## config.mk

```make
export PLATFORM = sky130hd
export DESIGN_NAME = cache_mem_arbiter_flat
export DESIGN_NICKNAME = d
export VERILOG_FILES = /design/src/rtl/cache_mem_arbiter_if.sv /design/src/rtl/cache_mem_arbiter.sv /design/src/flat_wrapper.sv
export SDC_FILE = /design/constraint.sdc
export NUM_CORES = 1
export LEC_CHECK = 0
export ABC_CLOCK_PERIOD_IN_PS = 2300
export BUFFER_PORTS_ARGS = -buffer_cell sky130_fd_sc_hd__buf_2
export CAP_MARGIN = 20
export CELL_PAD_IN_SITES_DETAIL_PLACEMENT = 0
export CELL_PAD_IN_SITES_GLOBAL_PLACEMENT = 1
export CORE_AREA = 8 8 266 268
export CTS_BUF_LIST = sky130_fd_sc_hd__clkbuf_8 sky130_fd_sc_hd__clkbuf_16
export CTS_CLUSTER_SIZE = 12
export DETAILED_ROUTE_END_ITERATION = 10
export DIE_AREA = 0 0 274 276
export PLACE_DENSITY = 0.46
export SETUP_SLACK_MARGIN = 0.1
export SLEW_MARGIN = 10
export SYNTH_ARGS = -nofsm -noshare
export SYNTH_HDL_FRONTEND = slang
export SYNTH_SLANG_ARGS = --single-unit
```

## constraint.sdc

```tcl
create_clock -name clk -period 2.3 [get_ports clk]
set_input_delay 0.46 -clock clk [delete_from_list [all_inputs] [get_ports clk]]
set_output_delay 0.46 -clock clk [all_outputs]
set_load 0.01 [all_outputs]
```

## src/rtl/cache_mem_arbiter_if.sv

```systemverilog
// Cache/memory line-port bundle shared by icache, dcache and physical memory.
// The arbiter takes the slave view; the caches plus memory take the master view.
interface cache_mem_arbiter_if #(
    parameter int ADDR_WIDTH = 16,
    parameter int LINE_WIDTH = 128
);
    logic                  i_read;
    logic [ADDR_WIDTH-1:0] i_address;
    logic [LINE_WIDTH-1:0] i_rdata;
    logic                  i_resp;
    logic                  d_read;
    logic                  d_write;
    logic [ADDR_WIDTH-1:0] d_address;
    logic [LINE_WIDTH-1:0] d_wdata;
    logic [LINE_WIDTH-1:0] d_rdata;
    logic                  d_resp;
    logic                  pmem_read;
    logic                  pmem_write;
    logic [ADDR_WIDTH-1:0] pmem_address;
    logic [LINE_WIDTH-1:0] pmem_wdata;
    logic [LINE_WIDTH-1:0] pmem_rdata;
    logic                  pmem_resp;

    modport slave (
        input  i_read, i_address, d_read, d_write,
        input  d_address, d_wdata, pmem_rdata, pmem_resp,
        output i_rdata, i_resp, d_rdata, d_resp,
        output pmem_read, pmem_write, pmem_address, pmem_wdata
    );

    modport master (
        output i_read, i_address, d_read, d_write,
        output d_address, d_wdata, pmem_rdata, pmem_resp,
        input  i_rdata, i_resp, d_rdata, d_resp,
        input  pmem_read, pmem_write, pmem_address, pmem_wdata
    );
endinterface

```

## src/rtl/cache_mem_arbiter.sv

```systemverilog
// Round-robin arbiter sharing one physical-memory line port
// between the icache miss path and the dcache miss/write-back path.
module cache_mem_arbiter #(
    parameter int ADDR_WIDTH = 16,
    parameter int LINE_WIDTH = 128
) (
    input logic                 clk,
    input logic                 reset_n,
    cache_mem_arbiter_if.slave  bus
);
    typedef enum logic [1:0] {
        IDLE    = 2'd0,
        SERVE_I = 2'd1,
        SERVE_D = 2'd2
    } state_t;

    state_t                state;
    logic                  last_d;
    logic                  rd_q;
    logic                  wr_q;
    logic [ADDR_WIDTH-1:0] addr_q;
    logic [LINE_WIDTH-1:0] wdata_q;
    logic                  d_req;
    logic                  gnt_i;
    logic                  gnt_d;

    // On contention the side that did not win last time gets the port.
    assign d_req = bus.d_read | bus.d_write;
    assign gnt_i = bus.i_read & (~d_req | last_d);
    assign gnt_d = d_req & (~bus.i_read | ~last_d);

    always_ff @(posedge clk or negedge reset_n) begin
        if (!reset_n) begin
            state   <= IDLE;
            last_d  <= 1'b1;
            rd_q    <= 1'b0;
            wr_q    <= 1'b0;
            addr_q  <= '0;
            wdata_q <= '0;
        end else begin
            unique case (state)
                IDLE: begin
                    if (gnt_i) begin
                        state   <= SERVE_I;
                        last_d  <= 1'b0;
                        rd_q    <= 1'b1;
                        wr_q    <= 1'b0;
                        addr_q  <= bus.i_address;
                        wdata_q <= bus.d_wdata;
                    end else if (gnt_d) begin
                        // read+write together is treated as a write-back
                        state   <= SERVE_D;
                        last_d  <= 1'b1;
                        rd_q    <= ~bus.d_write;
                        wr_q    <= bus.d_write;
                        addr_q  <= bus.d_address;
                        wdata_q <= bus.d_wdata;
                    end
                end
                SERVE_I, SERVE_D: begin
                    if (bus.pmem_resp) begin
                        state <= IDLE;
                        rd_q  <= 1'b0;
                        wr_q  <= 1'b0;
                    end
                end
                default: begin
                    state <= IDLE;
                    rd_q  <= 1'b0;
                    wr_q  <= 1'b0;
                end
            endcase
        end
    end

    assign bus.pmem_read    = rd_q;
    assign bus.pmem_write   = wr_q;
    assign bus.pmem_address = addr_q;
    assign bus.pmem_wdata   = wdata_q;

    assign bus.i_resp  = bus.pmem_resp & (state == SERVE_I);
    assign bus.d_resp  = bus.pmem_resp & (state == SERVE_D);
    assign bus.i_rdata = bus.pmem_rdata;
    assign bus.d_rdata = bus.pmem_rdata;
endmodule
```

## src/flat_wrapper.sv

```systemverilog
// flat-port wrapper written by rule: the top's interface ports become plain ports
module cache_mem_arbiter_flat 
#(
    parameter int ADDR_WIDTH = 16,
    parameter int LINE_WIDTH = 128
)
  (clk, reset_n, bus_i_read, bus_i_address, bus_d_read, bus_d_write, bus_d_address, bus_d_wdata, bus_pmem_rdata, bus_pmem_resp, bus_i_rdata, bus_i_resp, bus_d_rdata, bus_d_resp, bus_pmem_read, bus_pmem_write, bus_pmem_address, bus_pmem_wdata);
  cache_mem_arbiter_if #(.ADDR_WIDTH(ADDR_WIDTH), .LINE_WIDTH(LINE_WIDTH)) bus_i ();
  input logic clk;
  input logic reset_n;
  input wire logic [$bits(bus_i.i_read)-1:0] bus_i_read;
  input wire logic [$bits(bus_i.i_address)-1:0] bus_i_address;
  input wire logic [$bits(bus_i.d_read)-1:0] bus_d_read;
  input wire logic [$bits(bus_i.d_write)-1:0] bus_d_write;
  input wire logic [$bits(bus_i.d_address)-1:0] bus_d_address;
  input wire logic [$bits(bus_i.d_wdata)-1:0] bus_d_wdata;
  input wire logic [$bits(bus_i.pmem_rdata)-1:0] bus_pmem_rdata;
  input wire logic [$bits(bus_i.pmem_resp)-1:0] bus_pmem_resp;
  output wire logic [$bits(bus_i.i_rdata)-1:0] bus_i_rdata;
  output wire logic [$bits(bus_i.i_resp)-1:0] bus_i_resp;
  output wire logic [$bits(bus_i.d_rdata)-1:0] bus_d_rdata;
  output wire logic [$bits(bus_i.d_resp)-1:0] bus_d_resp;
  output wire logic [$bits(bus_i.pmem_read)-1:0] bus_pmem_read;
  output wire logic [$bits(bus_i.pmem_write)-1:0] bus_pmem_write;
  output wire logic [$bits(bus_i.pmem_address)-1:0] bus_pmem_address;
  output wire logic [$bits(bus_i.pmem_wdata)-1:0] bus_pmem_wdata;
  assign bus_i.i_read = bus_i_read;
  assign bus_i.i_address = bus_i_address;
  assign bus_i.d_read = bus_d_read;
  assign bus_i.d_write = bus_d_write;
  assign bus_i.d_address = bus_d_address;
  assign bus_i.d_wdata = bus_d_wdata;
  assign bus_i.pmem_rdata = bus_pmem_rdata;
  assign bus_i.pmem_resp = bus_pmem_resp;
  assign bus_i_rdata = bus_i.i_rdata;
  assign bus_i_resp = bus_i.i_resp;
  assign bus_d_rdata = bus_i.d_rdata;
  assign bus_d_resp = bus_i.d_resp;
  assign bus_pmem_read = bus_i.pmem_read;
  assign bus_pmem_write = bus_i.pmem_write;
  assign bus_pmem_address = bus_i.pmem_address;
  assign bus_pmem_wdata = bus_i.pmem_wdata;
  cache_mem_arbiter #(.ADDR_WIDTH(ADDR_WIDTH), .LINE_WIDTH(LINE_WIDTH)) u_core (.clk(clk), .reset_n(reset_n), .bus(bus_i));
endmodule
```

==> results.toml, run 1 <==
[logic_synthesis]
yosys.area_share.simple_pct = 19.78
syn_nets = 1212
synthArstFlopShare_pct = 100.0
synthMuxAreaShare_pct = 0
synth_top_family_by_area = "buffers and inverters"
synth-seq-cells = 149
synth_top_area_share_pct = 47.53
synth_area_leaders = "dfrtp_1 (48%), buf_4 (25%), nand2_1 (19%)"
syn_area_per_cell_um2 = 8.515
synth_top_flop_cell = "dfrtp_1"
synth_xor_area_share_pct = 0
ys_warn_count = 0
synth-compound-area-share_pct = 4.545
yosysTopAreaCell = "dfrtp_1"
synth_area_um2 = 7791
yosys-top-cells-count = "nand2_1 (385), buf_4 (262), dfrtp_1 (148), buf_2 (21), nor2_1 (18)"
synth.most_common_cell = "nand2_1"
ys_seq_area_share_pct = 47.87
yosysUniqueCellTypes = 25
synth_edf_count = 0
synth_cells = 915
yosys.area_share.adder_pct = 0.4818

[drt]
drt_wl_total_mm = 28.07
ant_nets = 0
drc = 0
drtIter0Drc = 189
wl_per_cell_um = 15.06
wl_met2_mm = 12.45
first_pass_iters = 4
wl_met1_mm = 10.67
routed_via_density = 3.054
route.vias.total = 5692
dr.max_layer_used = "met5"
wl_met3_mm = 3.517

[status]
status = "finished clean"

[sta]
finalCritPeriodShare_pct = 80.91
rsz0062_at_grt = "false"
slew_violations = 0
skew_ns = 0.009024
finalCriticalPeriod_ns = 1.861
worst_hold_slack_ns = 0.1809
max-slew-margin-rel_pct = 64.54
hold_violations = 0
setup_viol = 0
tightest_slew_ns = 0.5318
max_freq_mhz = 537.3
finalSetupTns_ns = 0

[final_layout]
area_growth_pct = 17.95
drive_gt1_share_pct = 37.08
nNetsFinal = 1271

[clocking]
ctsResizeCount = 0
cts_buffer_depth = 2
cts_setup_buffers = 0
cts_hold_buf = 1
numCtsBuffers = 17
clock_sinks = 149
cts_root_buf = "clkbuf_16"
htree_levels = 4
clock_latency_ns = 0.46
clk_pin_slew_worst_paths_ns = 0.07
cts_tree = "built"

[placed_design]
hpwl_mm = 21.27
gp_congestion = 0.6951
io_buffers = 313

[worst_setup_path]
cpMaxStageDelayCell = "dfrtp_1"
ff2ff_setup_slack_ns = 0.58
crit_required_ns = 1.84
setup.worst_path.end = "bus_i_resp"
slowest_delay_ns = 0.36
crit_family = "flip-flops"
arrival_ns = 1.40
crit_fanout = 3
reg2reg_depth = 7
critPathLaunch = "u_core.state[1]"
reg2reg_to = "u_core.bus.pmem_address[8]"
crit_path_end_kind = "output port"
r2r_start = "u_core.state[0]"
crit_cells = 4
path_class = "reg2out"
crit_buf_inv = 2
critical_path.cell_chain = "inv_1 -> ha_1 -> and2_1 -> buf_2"
setup.worst_path.start_class = "register"

[min_path]
hp-class = "in2reg"

[floorplan]
initial_core_util_pct = 11.70
rows = 95
die_x_um = 274
dieHeight_um = 276
ioPinCount = 698
die_area_um2 = 75620
core_region_area_um2 = 66560

[flow_run]
maxCapViolCount = 0

[global_routing]
overflow = 0
grt_pass1_vias = 6127
antenna_found_initial = 4
grt_pass1_wl_mm = 41.44
track_usage_pct = 7.426
grt_max_degree = 108

[power_and_ir_drop]
pwr_density_cell_nw_per_um2 = 1462
leakage_nw = 4.795
irDropWorstVdd_mv = 0.6505
## layout by cell type (no fill, tap or decap), types with 3 or more instances in the layout
master	netlist	final
dfrtp_1	148	148
buf_4	262	11
ha_1	3	3
nand2_1	385	385
o21ai_0	16	16
diode_2	0	4
clkbuf_16	0	17
a31oi_1	17	17
inv_1	3	6
a21oi_1	16	16
nor2_1	18	18
clkinv_2	0	4
clkinvlp_4	0	3
buf_12	0	8
buf_2	21	312
## area by class of cell
| class | instances | area (um^2) |
|---|---|---|
| diodes | 4 | 10.01 |
| clock inverters | 15 | 140.1 |
| fillers | 7724 | 57370 |
| repair buffers | 333 | 1826 |
| multi-input cells | 470 | 1956 |
| clock buffers | 17 | 425.4 |
| flip-flops and latches | 149 | 3730 |
| inverters | 3 | 11.26 |
| well taps | 873 | 1092 |
## through the flow
step                      utilization [%]  total power, W  setup slack (ns)  cells  area (um^2)
after global placement              12.93         0.01085            0.4896   1827         8605
after floorplan                         -        0.008408            0.9030    915         7791
after detailed placement            12.93         0.01091            0.5079   1827         8605
after CTS                           13.79         0.01394            0.3524   1860         9180
final                               13.81         0.01343            0.4390   1864         9190
after global routing                13.79         0.01476            0.3261   1860         9180
## logic make-up after synthesis
family / count (synthesis)
simple gates: 408
buf+inv: 296
flops: 149
compound gates: 59
fa+ha+maj: 3
## state kept, by name, summed over array words and instances, names as in the netlist
signal                   cells
u_core.bus.pmem_address     16
u_core.bus.pmem_read         1
u_core.bus.pmem_wdata      128
u_core.bus.pmem_write        1
u_core.last_d                1
u_core.state                 2
## worst min-delay path by stage
stage,from,end,slack (ns),cells past startpoint
6_report,bus_d_wdata[60],u_core.bus.pmem_wdata[60],0.18,3
5_1_grt,bus_d_wdata[107],u_core.bus.pmem_wdata[107],0.13,3
4_1_cts,bus_d_wdata[33],u_core.bus.pmem_wdata[33],0.11,3
3_5_place_dp,reset_n,u_core.bus.pmem_wdata[109],0.42,1
3_3_place_gp,reset_n,u_core.bus.pmem_wdata[105],0.43,1
2_1_floorplan,reset_n,u_core.bus.pmem_address[0],0.16,0
## worst register-to-register path: stages (launching register included)
cell     delay [ns]
dfrtp_1        0.40
inv_1          0.09
ha_1           0.27
o31a_2         0.26
buf_12         0.18
buf_12         0.25
nor2_1         0.07
a21oi_1        0.12
## report_power, final
| part | total, W | leakage [nW] | switching [W] | internal (W) |
|---|---|---|---|---|
| Combinational | 0.00596 | 2.71 | 0.00372 | 0.00224 |
| Sequential | 0.00463 | 1.80 | 0.000664 | 0.00397 |
| Clock | 0.00285 | 0.283 | 0.00126 | 0.00158 |
## layer usage
metal	GRT usage, %	up-vias
met1	7.966	2556
met3	4.109	108
met2	11.03	338
met5	0.3945	-
met4	5.040	2
li1	-	2688
(Power assumes the default switching activity.)
==> inputs of run 2 (changes only) <==
ABC_AREA = 1   (was unset)
ABC_CLOCK_PERIOD_IN_PS = 1600   (was 2300)
CORE_AREA = 8 8 268 270   (was 8 8 266 268)
DIE_AREA = 0 0 276 278   (was 0 0 274 276)
PLACE_DENSITY = 0.48   (was 0.46)
clock period = 1.6 ns   (was 2.3 ns; I/O delays follow)
==> run 2 against run 1 <==
  * The flow now finishes with violations (negative setup slack)
  * Clock power rose by 39%
  * Synthesized area is 2.6% higher
  * Total power up 72%
  * Non-clock buffer count grew 166
  * Hold slack worse by 0.11 ns
  * Sequential cell count did not move
  * First-iteration DRC count grew 46%
  * Core utilization up 3.9 points
  * Clock-buffer cell count stayed put
==> results.toml, run 2 <==
[drt]
drtIter0Drc = 275
route.vias.total = 6800
wl_per_cell_um = 15.50
drc = 0
drt_wl_total_mm = 32.50
first_pass_iters = 5
routed_via_density = 3.243
ant_nets = 0

[worst_setup_path]
r2r_start = "u_core.state[1]"
slowest_delay_ns = 0.43
crit_fanout = 8
critPathLaunch = "u_core.state[1]"
cpMostUsedCell = "buf_12"
crit_path_end_kind = "register"
ff2ff_setup_slack_ns = -0.14
path_class = "reg2reg"
setup.worst_path.start_class = "register"
reg2reg_depth = 10
cpMaxStageDelayCell = "dfrtp_1"
crit_cells = 10
reg2reg_to = "u_core.bus.pmem_wdata[16]"
crit_family = "buffers and inverters"
setup.worst_path.end = "u_core.bus.pmem_wdata[16]"
crit_required_ns = 2.00
critical_path.cell_chain = "inv_2 -> buf_6 -> ha_4 -> a21boi_4 -> buf_12 -> buf_12 -> buf_12 -> buf_16 -> nand2_2 -> nand2_1"
arrival_ns = 2.14
crit_buf_inv = 6

[logic_synthesis]
synth.most_common_cell = "nand2_1"
yosys-top-cells-count = "nand2_1 (434), buf_4 (274), dfrtp_1 (148), nand3_1 (53), inv_1 (38)"
synth_top_area_share_pct = 46.33
synth-seq-cells = 149
ys_warn_count = 0
yosysUniqueCellTypes = 14
synth_area_leaders = "dfrtp_1 (46%), buf_4 (26%), nand2_1 (20%)"
synth_cells = 976
synth_edf_count = 0
synth_top_flop_cell = "dfrtp_1"
synth_area_um2 = 7994
syn_area_per_cell_um2 = 8.190
yosysTopAreaCell = "dfrtp_1"
ys_seq_area_share_pct = 46.66
syn_nets = 1273
synthArstFlopShare_pct = 100.0

[global_routing]
overflow = 0
grt_max_degree = 42
grt_pass1_wl_mm = 46.32
antenna_found_initial = 7
grt_pass1_vias = 7301
track_usage_pct = 8.021

[placed_design]
dp.cells = 1921
io_buffers = 313
dp_slack_ns = 0.04550
gp_congestion = 0.7196
hpwl_mm = 22.11

[sta]
finalCriticalPeriod_ns = 1.736
slew_violations = 0
finalCritPeriodShare_pct = 108.5
max-slew-margin-rel_pct = 73.76
tightest_slew_ns = 0.3936
setup_viol = 107
skew_ns = 0.01170
setup_slack_ns = -0.1363
max_freq_mhz = 575.9
rsz0062_at_grt = "true"
hold_violations = 0

[clocking]
cts_buffer_depth = 2
cts_root_buf = "clkbuf_16"
clock_latency_ns = 0.47
cts_tree = "built"
htree_levels = 4
clock_sinks = 149
numCtsBuffers = 17
clk_pin_slew_worst_paths_ns = 0.07

[final_layout]
finalNonFillerCells = 2097
largest_reg_flops = 128
fillers = 7619
drive_gt1_share_pct = 47.12
nNetsFinal = 1498
final_common_cell = "buf_2"
mostFrequentLayoutCells = "buf_2 (310), nand2_1 (303), dfrtp_1 (146)"
area_growth_pct = 49.93

[power_and_ir_drop]
leakage_nw = 6.258
pwr_density_cell_nw_per_um2 = 1923
irDropWorstVdd_mv = 0.7343

[status]
status = "finished, violations left"
violations = "negative setup slack"

[floorplan]
die_area_um2 = 76730
dieHeight_um = 278
ioPinCount = 698
rows = 96
initial_core_util_pct = 11.80
die_x_um = 276
core_region_area_um2 = 67750

[min_path]
hp-class = "in2reg"

[flow_run]
maxCapViolCount = 0
run 2: changes by cell type after synthesis, sizes merged, moves of 14 or more:
cell   before  now
nand3       0   53
inv         3   39
nand2     385  434
nor2       18    1
o21ai      16    2
a31oi      17    0
a21oi      16    0
run 2: worst min path at each step:
stage                                from  slack (ns)                         end  cells after the start
final                     bus_d_wdata[84]        0.07   u_core.bus.pmem_wdata[84]                      3
after CTS                 bus_d_wdata[32]       0.001   u_core.bus.pmem_wdata[32]                      3
after global routing      bus_d_wdata[18]        0.02   u_core.bus.pmem_wdata[18]                      3
after global placement            reset_n        0.27   u_core.bus.pmem_wdata[83]                      1
after detailed placement          reset_n        0.27   u_core.bus.pmem_wdata[83]                      1
after floorplan                   reset_n        0.02  u_core.bus.pmem_address[0]                      0
run 2: area by class of cell:
class	count	area (um^2)	share of cell area [%]
Inverter	39	146.4	1.221
Antenna cell	1	2.502	0.02088
Multi-Input combinational cell	495	2497	20.84
Sequential cell	149	3732	31.14
Tap cell	882	1104	9.208
Clock buffer	17	425.4	3.549
Clock inverter	15	118.9	0.9918
Timing Repair Buffer	499	3959	33.03
run 2: where the power goes:
group	leakage, nW	switching, W	total (W)	internal [W]
registers	1.81	0.00118	0.00685	0.00567
clock network	0.273	0.00185	0.00397	0.00212
logic	4.18	0.00629	0.0122	0.00593
run 2: tightest hold or removal path: cells and delay by family:
family	cells	cell delay (ns)
AND/OR/NAND/NOR	2	0.09
buffers and inverters	1	0.08
run 2: metal layers:
layer | share of wire (%) | wire, um | global-route usage (%)
met1 | 38 | 12500 | 8.211
met4 | 5.3 | 1719 | 5.215
met2 | 46 | 15000 | 12.57
met3 | 9.6 | 3123 | 4.422
met5 | 0.51 | 165 | 0.9369
run 2: cells by family after synthesis:
family | Yosys count | synth area share [%]
flip-flops | 149 | 46.66
adder cells (fa/ha/maj) | 3 | 0.4696
AO/OA/AOI/OAI | 4 | 0.3600
AND/OR/NAND/NOR | 488 | 23.78
buffers and inverters | 332 | 28.74
run 2: timing repair:
| action | in CTS | in global routing |
|---|---|---|
| endpoints found under the hold margin | 124 | 0 |
| gates resized for setup | 90 | 131 |
| endpoints found under the setup margin | 79 | 151 |
| setup buffers | 17 | 9 |
| pin swaps | 26 | 38 |
| hold buffers | 103 | 0 |
| cloned | 9 | 9 |
run 2: through the flow:
step                      TNS (ns)  area, um^2  utilization, %  total power (W)  hold WS, ns
after detailed placement         0        9032           13.33          0.01533       0.2703
after global routing        -15.43       11980           17.69          0.02483      0.01795
after CTS                   -6.979       11350           16.76          0.02210     0.001366
after floorplan                  0        7994               -          0.01152      0.02441
after global placement           0        9032           13.33          0.01529       0.2698
final                       -6.825       11990           17.69          0.02305      0.06908
==> inputs of run 3 (changes only) <==
BUFFER_PORTS_ARGS = unset   (was -buffer_cell sky130_fd_sc_hd__buf_2)
CORE_AREA = 8 8 264 266   (was 8 8 268 270)
DIE_AREA = 0 0 272 274   (was 0 0 276 278)
DONT_BUFFER_PORTS = 1   (was unset)
PLACE_DENSITY = 0.34   (was 0.48)
==> run 3 against run 2 <==
  * Via count decreased by 17%
  * Highest routed layer unchanged
  * Final area is 15% lower
  * Routed wire length shrank 1.3%
  * Die area fell by 2.9%
  * Critical endpoint is now u_core.bus.pmem_wdata[29]
  * Sequential power grew 20%
  * The flow finishes with violations (negative hold slack, negative setup slack)
  * Worst setup slack better by 0.12 ns
  * Final cell count shrank 16%
  * Combinational power is 35% lower
==> results.toml, run 3 (synthesized netlist as in run 2, its figures left out) <==
[status]
status = "finished, violations left"
violations = "negative hold slack, negative setup slack"

[placed_design]
io_buffers = 0
dp_slack_ns = 0.007577
hpwl_mm = 19.23
gp_congestion = 0.6705
dp.cells = 1563

[global_routing]
overflow = 0
grt_pass1_wl_mm = 41.26
antenna_found_initial = 2
grt_max_degree = 150
grt_pass1_vias = 5817
track_usage_pct = 7.597

[clocking]
cts_buffer_depth = 2
clock_sinks = 149
clk_pin_slew_worst_paths_ns = 0.08
cts_tree = "built"
numCtsBuffers = 17
cts_hold_buf = 130
clock_latency_ns = 0.48
cts_root_buf = "clkbuf_16"
htree_levels = 4

[sta]
max_freq_mhz = 618.7
slew_violations = 0
finalSetupTns_ns = -0.09884
finalCriticalPeriod_ns = 1.616
setup_slack_ns = -0.01639
hold_violations = 149
skew_ns = 0.008576
tightest_slew_ns = 0.4333
setup_viol = 12
finalCritPeriodShare_pct = 101.0
max-slew-margin-rel_pct = 71.05
rsz0062_at_grt = "true"
worst_hold_slack_ns = -0.4596

[floorplan]
dieHeight_um = 274
core_region_area_um2 = 65280
initial_core_util_pct = 12.25
ioPinCount = 698
rows = 94
die_area_um2 = 74530
die_x_um = 272

[final_layout]
drive_gt1_share_pct = 17.32
nNetsFinal = 1179
seqCellArea_um2 = 3732
multi_input_area_um2 = 2328
final_common_cell = "nand2_1"
finalNonFillerCells = 1760
mostFrequentLayoutCells = "nand2_1 (378), dfrtp_1 (146), dlygate4sd3_1 (130)"
area_growth_pct = 26.78
fillers = 7356
largest_reg_flops = 128

[worst_setup_path]
cpMostUsedCell = "buf_12"
reg2reg_depth = 9
path_class = "reg2reg"
r2r_start = "u_core.state[1]"
critPathLaunch = "u_core.state[1]"
reg2reg_to = "u_core.bus.pmem_wdata[29]"
cpMaxStageDelayCell = "dfrtp_2"
crit_required_ns = 2.02
slowest_delay_ns = 0.44
critical_path.cell_chain = "inv_2 -> ha_4 -> a21boi_4 -> buf_12 -> buf_12 -> buf_12 -> clkbuf_16 -> nand2_1 -> nand2_1"
ff2ff_setup_slack_ns = -0.02
setup.worst_path.start_class = "register"
arrival_ns = 2.04
crit_fanout = 4
crit_path_end_kind = "register"

[drt]
route.vias.total = 5635
routed_via_density = 3.202
ant_nets = 0
wl_per_cell_um = 18.24
first_pass_iters = 4
drt_wl_total_mm = 32.09
drc = 0
drtIter0Drc = 252

[power_and_ir_drop]
p_seq_share_pct = 39.7
power.switching_w = 0.008772
pwr-share-comb_pct = 38.0
p_clk_share_pct = 22.2
p_total_w = 0.02072
pwr_density_cell_nw_per_um2 = 2045
leakage_nw = 4.862
p_int_w = 0.01195
switching_share_pct = 42.33
irDropWorstVdd_mv = 0.8701

[min_path]
hp-class = "in2async"

[flow_run]
maxCapViolCount = 0
-- run 3: cell types whose count changed in the layout (fill, tap and decap cells not counted), moves of 3 or more --
cell / change
bufinv_16: +3
buf_2: -310
nand2_2: -72
nand3_2: +3
buf_8: -8
buf_16: +3
buf_12: -13
dlygate4sd3_1: +27
nand2_1: +75
clkinv_2: -3
buf_6: -3
nand3_1: -3
inv_6: +3
buf_4: -17
-- run 3: how the worst max path moves through the flow --
| stage | end | slack (ns) | depth (start not counted) |
|---|---|---|---|
| floorplan | u_core.bus.pmem_wdata[75] | 0.28 | 7 |
| detailed placement | u_core.bus.pmem_wdata[97] | 0.008 | 6 |
| finish | u_core.bus.pmem_wdata[29] | -0.02 | 9 |
| global route | u_core.bus.pmem_wdata[71] | -0.11 | 9 |
| CTS | bus_i_resp | -0.06 | 4 |
| global placement | u_core.bus.pmem_wdata[91] | 0.03 | 6 |
-- run 3: area by class of cell --
type,count,share of cell area (%)
clock inverter,14,1.963
sequential,149,36.83
timing repair buffer,178,21.74
inverter,39,1.469
multi-input combinational,497,22.98
tap,864,10.67
antenna,1,0.02469
clock buffer,18,4.333
-- run 3: per-layer routing --
layer  track usage [%]  vias up  wire length, um
met5            0.4602        -               59
met4             4.835        4             1501
met3             5.149      108             3897
met2             11.17      345            14920
met1             7.837     2669            11720
li1                  -     2509                -
-- run 3: stage by stage --
step	area, um^2	utilization [%]	hold slack (ns)
global placement	7147	10.95	0.03287
floorplan	7994	-	0.02441
global route	10130	15.52	-0.5187
detailed placement	7147	10.95	0.03223
CTS	9385	14.38	-0.5247
finish	10130	15.53	-0.4596
-- run 3: power by group through the flow --
stage                     logic (W)  clock network [W]  registers (W)
after global placement      0.00446                  0        0.00846
after detailed placement    0.00456                  0        0.00838
after global routing        0.00878            0.00499        0.00855
after floorplan             0.00398                  0        0.00754
after CTS                   0.00599            0.00490        0.00837
final                       0.00788            0.00461        0.00823
-- run 3: timing repair --
action / 4_1_cts / 5_1_grt
cloned: 6 / 19
buffers inserted: 4 / 5
endpoints found under the setup margin: 112 / 151
pin swaps: 3 / 27
endpoints found under the hold margin: 284 / 149
gates resized for setup: 24 / 97
-- run 3: worst max-delay path: cells and delay by family, from the launching register on --
family,cells,cell delay (ns)
adder cells (fa/ha/maj),1,0.14
buffers and inverters,5,0.64
AO/OA/AOI/OAI,1,0.24
flip-flops,1,0.44
AND/OR/NAND/NOR,2,0.09
